--- src/rtl/uart_fifo.sv ---
// Byte FIFO between the UART receiver and its consumers.
// Define UART_FIFO_FWFT_EN for first-word-fall-through reads.
module uart_fifo #(
    parameter int p_width = 8,
    parameter int p_depth = 16
) (
    input  logic                       i_clk,
    input  logic                       i_rst,
    input  logic [p_width-1:0]         i_wr_data,
    input  logic                       i_wr_en,
    output logic                       o_full,
    input  logic                       i_rd_en,
    output logic [p_width-1:0]         o_rd_data,
    output logic                       o_rd_valid,
    output logic                       o_empty,
    output logic [$clog2(p_depth):0]   o_count,
    output logic                       o_overflow
);

    localparam int aw = $clog2(p_depth);
    localparam logic [aw:0] c_depth = p_depth[aw:0];
    localparam logic [aw-1:0] c_ptr_one = {{(aw-1){1'b0}}, 1'b1};
    localparam logic [aw:0] c_cnt_one = {{aw{1'b0}}, 1'b1};

    logic [p_width-1:0] mem [p_depth];
    logic [aw-1:0] wp;
    logic [aw-1:0] rp;
    logic [aw:0] cnt;
    logic wr_ok;
    logic rd_ok;

    assign o_full  = (cnt == c_depth);
    assign o_empty = (cnt == '0);
    assign o_count = cnt;

    // Flags come from registered cnt, so a same-cycle read never frees a slot for a write.
    assign wr_ok = i_wr_en & ~o_full;
    assign rd_ok = i_rd_en & ~o_empty;

    always_ff @(posedge i_clk) begin
        if (wr_ok) begin
            mem[wp] <= i_wr_data;
        end
    end

    always_ff @(posedge i_clk) begin
        if (i_rst) begin
            wp         <= '0;
            rp         <= '0;
            cnt        <= '0;
            o_overflow <= 1'b0;
        end else begin
            if (wr_ok) begin
                wp <= wp + c_ptr_one;
            end
            if (rd_ok) begin
                rp <= rp + c_ptr_one;
            end
            case ({wr_ok, rd_ok})
                2'b10:   cnt <= cnt + c_cnt_one;
                2'b01:   cnt <= cnt - c_cnt_one;
                default: cnt <= cnt;
            endcase
            if (i_wr_en && o_full) begin
                o_overflow <= 1'b1;
            end
        end
    end

`ifdef UART_FIFO_FWFT_EN
    // Head word is shown directly; zero while empty so reset state is clean.
    assign o_rd_data  = o_empty ? '0 : mem[rp];
    assign o_rd_valid = ~o_empty;
`else
    always_ff @(posedge i_clk) begin
        if (i_rst) begin
            o_rd_data  <= '0;
            o_rd_valid <= 1'b0;
        end else begin
            o_rd_valid <= rd_ok;
            if (rd_ok) begin
                o_rd_data <= mem[rp];
            end
        end
    end
`endif

endmodule

--- config.mk ---
export PLATFORM = sky130hd
export DESIGN_NAME = uart_fifo
export DESIGN_NICKNAME = d
export VERILOG_FILES = /design/src/rtl/uart_fifo.sv
export SDC_FILE = /design/constraint.sdc
export NUM_CORES = 1
export LEC_CHECK = 0
export CORE_MARGIN = 2
export CORE_UTILIZATION = 60
export CTS_BUF_LIST = sky130_fd_sc_hd__clkbuf_8
export DETAILED_ROUTE_END_ITERATION = 10
export MAX_ROUTING_LAYER = met4
export PLACE_DENSITY_LB_ADDON = 0.25
export SYNTH_ARGS = -nofsm -noshare
export SYNTH_HDL_FRONTEND = slang
export SYNTH_SLANG_ARGS = --single-unit
--- constraint.sdc ---
create_clock -name i_clk -period 3.83 [get_ports i_clk]
set_clock_uncertainty 0.05 [all_clocks]
set_input_delay 0.766 -clock i_clk [delete_from_list [all_inputs] [get_ports i_clk]]
set_output_delay 0.766 -clock i_clk [all_outputs]
set_load 0.02 [all_outputs]
==> impl_metrics.toml <==
[outcome]
outcome = "complete, no violations"

[critical_path]
r2r_slack_ns = 0.83
start_kind = "register"
endpoint_kind = "register"
regToRegStartpoint = "o_count[0]"
setup.worst_path.class = "reg -> reg"
cp_data_arrival_time_ns = 3.25
r2r_cells = 10
rr_endpoint = "o_count[4]"
cp_max_fo = 6
cp.required_ns = 4.08

[finish]
final_common_cell = "edfxtp_1"
nets = 450
regArea_um2 = 4310
layout_common_cells = "edfxtp_1 (128), mux2i_1 (65), nor2_1 (38)"
antennaDiodeCount = 0
fin_util = 0.704
area_growth_pct = 13.7
layout-drive-gt1-share = 0.100
fillerInstances = 670
final_area_um2 = 6880
fin_cells = 572
multi_input_area_um2 = 1590

[timing]
min_period_ns = 3.00
finalSetupTns_ns = 0
worst_pin_slew_ns = 0.967
fmax_mhz = 333
hold_viol = 0
drv_slew = 0
period_share = 0.783
rsz0062_at_grt = "no"
max-slew-margin-rel = 0.353
finalSetupViolations = 0

[drt]
vias_per_cell = 5.84
drc = 0
wl_per_cell_um = 20.1
postRouteWirelength_um = 11500
dr.pass1.iters = 6
vias = 3338
postRouteAntennaNets = 0
drt_iter0_drc = 259

[cts]
htree_levels = 4
cts_made_buffers = 17
cts_root_buf = "clkbuf_8"
clk-insertion-delay-late_ns = 0.41
cts_hold_buf = 0
ctsResizeCount = 0
path_clk_slew_ns = 0.07
cts_setup_buffers = 0
cts_buffer_depth = 2
cts_tree = "built"
cts_num_sinks = 151

[floorplanning]
die_area_um2 = 10900
core_um2 = 9770
die_w_um = 104
io_pins = 29
num_rows = 36
die_h_um = 104
start_util = 0.619

[hold_path]
min-delay-start = "o_overflow"
min_to = "o_overflow"
hold_path_class = "reg -> reg"
hold_depth = 2

[pwr]
ir_drop_mv = 0.351
power_uw = 4190
p_leak_uw = 0.00217
powerDensity_nw_per_um2 = 610

[global_routing]
grt-ovfl-total = 0
grt_use_total = 0.233
grt_max_degree = 39
grt_first_pass_wirelength_um = 18000
first_global_vias = 3220
antenna_found_initial = 0

[placed_design]
gp_congestion = 0.856
placed_cell_area_um2 = 6440
place_inst = 542
portBuffers = 28
hpwlAfterDp_um = 7420

[logic_synthesis]
synth_edf_count = 128
synth_cell_types = 38
synth_cells = 394
synth_flop_cell = "edfxtp_1"
syn_area_um2 = 6050
synth_nets = 416
yosysSeqAreaShare = 0.711
ys_ff_latch = 151
async_flop_share = 0
yosys_warnings = 0
avgSynthCellArea_um2 = 15.4

[run]
cap_violations = 0
==> cell usage after synthesis, types with 3 or more instances <==
cell type | n | area share
a211oi_1 | 8 | 0.0099
buf_4 | 4 | 0.0050
nor2b_1 | 3 | 0.0031
buf_2 | 5 | 0.0041
xnor2_1 | 3 | 0.0043
mux2i_1 | 65 | 0.11
ha_1 | 9 | 0.019
dfxtp_1 | 23 | 0.076
nand2_1 | 8 | 0.0050
o22ai_1 | 32 | 0.033
nor3_1 | 5 | 0.0041
edfxtp_1 | 128 | 0.63
nand3b_1 | 3 | 0.0037
nor4_1 | 9 | 0.0093
nor2_1 | 38 | 0.024
xor2_1 | 4 | 0.0058
clkbuf_1 | 8 | 0.0050
inv_1 | 7 | 0.0043
a21oi_1 | 7 | 0.0058
or3b_1 | 3 | 0.0043
==> through the flow <==
| step | hold slack, ns | worst slack (ns) |
|---|---|---|
| after floorplan | 0.504 | 0.809 |
| after global placement | 0.408 | 0.598 |
| after detailed placement | 0.417 | 0.541 |
| after CTS | 0.434 | 0.844 |
| after global routing | 0.476 | 0.679 |
| final | 0.426 | 0.830 |
==> cell families (layout without fill, tap and decap cells) <==
kind of cell | after synthesis | after routing | synth area share
flip-flops | 151 | 151 | 0.711
AO/OA/AOI/OAI | 51 | 51 | 0.0544
AND/OR/NAND/NOR | 79 | 79 | 0.0647
adder cells (fa/ha/maj) | 10 | 10 | 0.0219
buffers and inverters | 29 | 74 | 0.0258
multiplexers | 66 | 66 | 0.109
XOR/XNOR | 8 | 8 | 0.0128
==> sequential cells by signal, summed over array words and instances (netlist names) <==
signal      count
mem           128
o_rd_data       8
o_rd_valid      1
o_overflow      1
rp              4
o_count         5
wp              4
==> power breakdown <==
| part | internal, uW | leakage (uW) | switching, uW | total (uW) |
|---|---|---|---|---|
| combinational | 383 | 0.000602 | 502 | 885 |
| sequential | 1900 | 0.00135 | 93.6 | 1990 |
| clock | 796 | 0.000224 | 522 | 1320 |
| total | 3080 | 0.00217 | 1120 | 4190 |
==> per-layer routing <==
layer | vias up | track usage | routed length [um]
met5 | - | - | 0
met4 | 0 | 0.0772 | 198
met3 | 16 | 0.0539 | 673
met2 | 114 | 0.359 | 5860
met1 | 1643 | 0.311 | 4750
li1 | 1565 | - | -
==> final cells by class <==
cell class | instances | share of cell area
sequential | 151 | 0.626
multi-input combinational | 214 | 0.231
timing repair buffer | 36 | 0.0495
clock buffer | 19 | 0.0380
clock inverter | 11 | 0.0264
tap | 133 | 0.0242
inverter | 8 | 0.00436
==> worst max-delay path, stage by stage, from the launching register on <==
cell and delay [ns]:
dfxtp_1 0.37, or4_4 0.57, o21ai_2 0.19, inv_2 0.05
ha_1 0.24, ha_1 0.33, nor2b_1 0.15, o21ai_0 0.21
a21oi_1 0.10, or3b_1 0.36, mux2_2 0.27
==> worst max path at each step <==
stage	start	endpoint	slack, ns
CTS	o_count[0]	o_count[4]	0.84
floorplan	o_count[0]	o_count[4]	0.81
global placement	i_wr_en	o_count[4]	0.60
finish	o_count[0]	o_count[4]	0.83
global route	o_count[0]	o_count[4]	0.68
detailed placement	i_wr_en	o_count[4]	0.54
(Power assumes the default switching activity.)
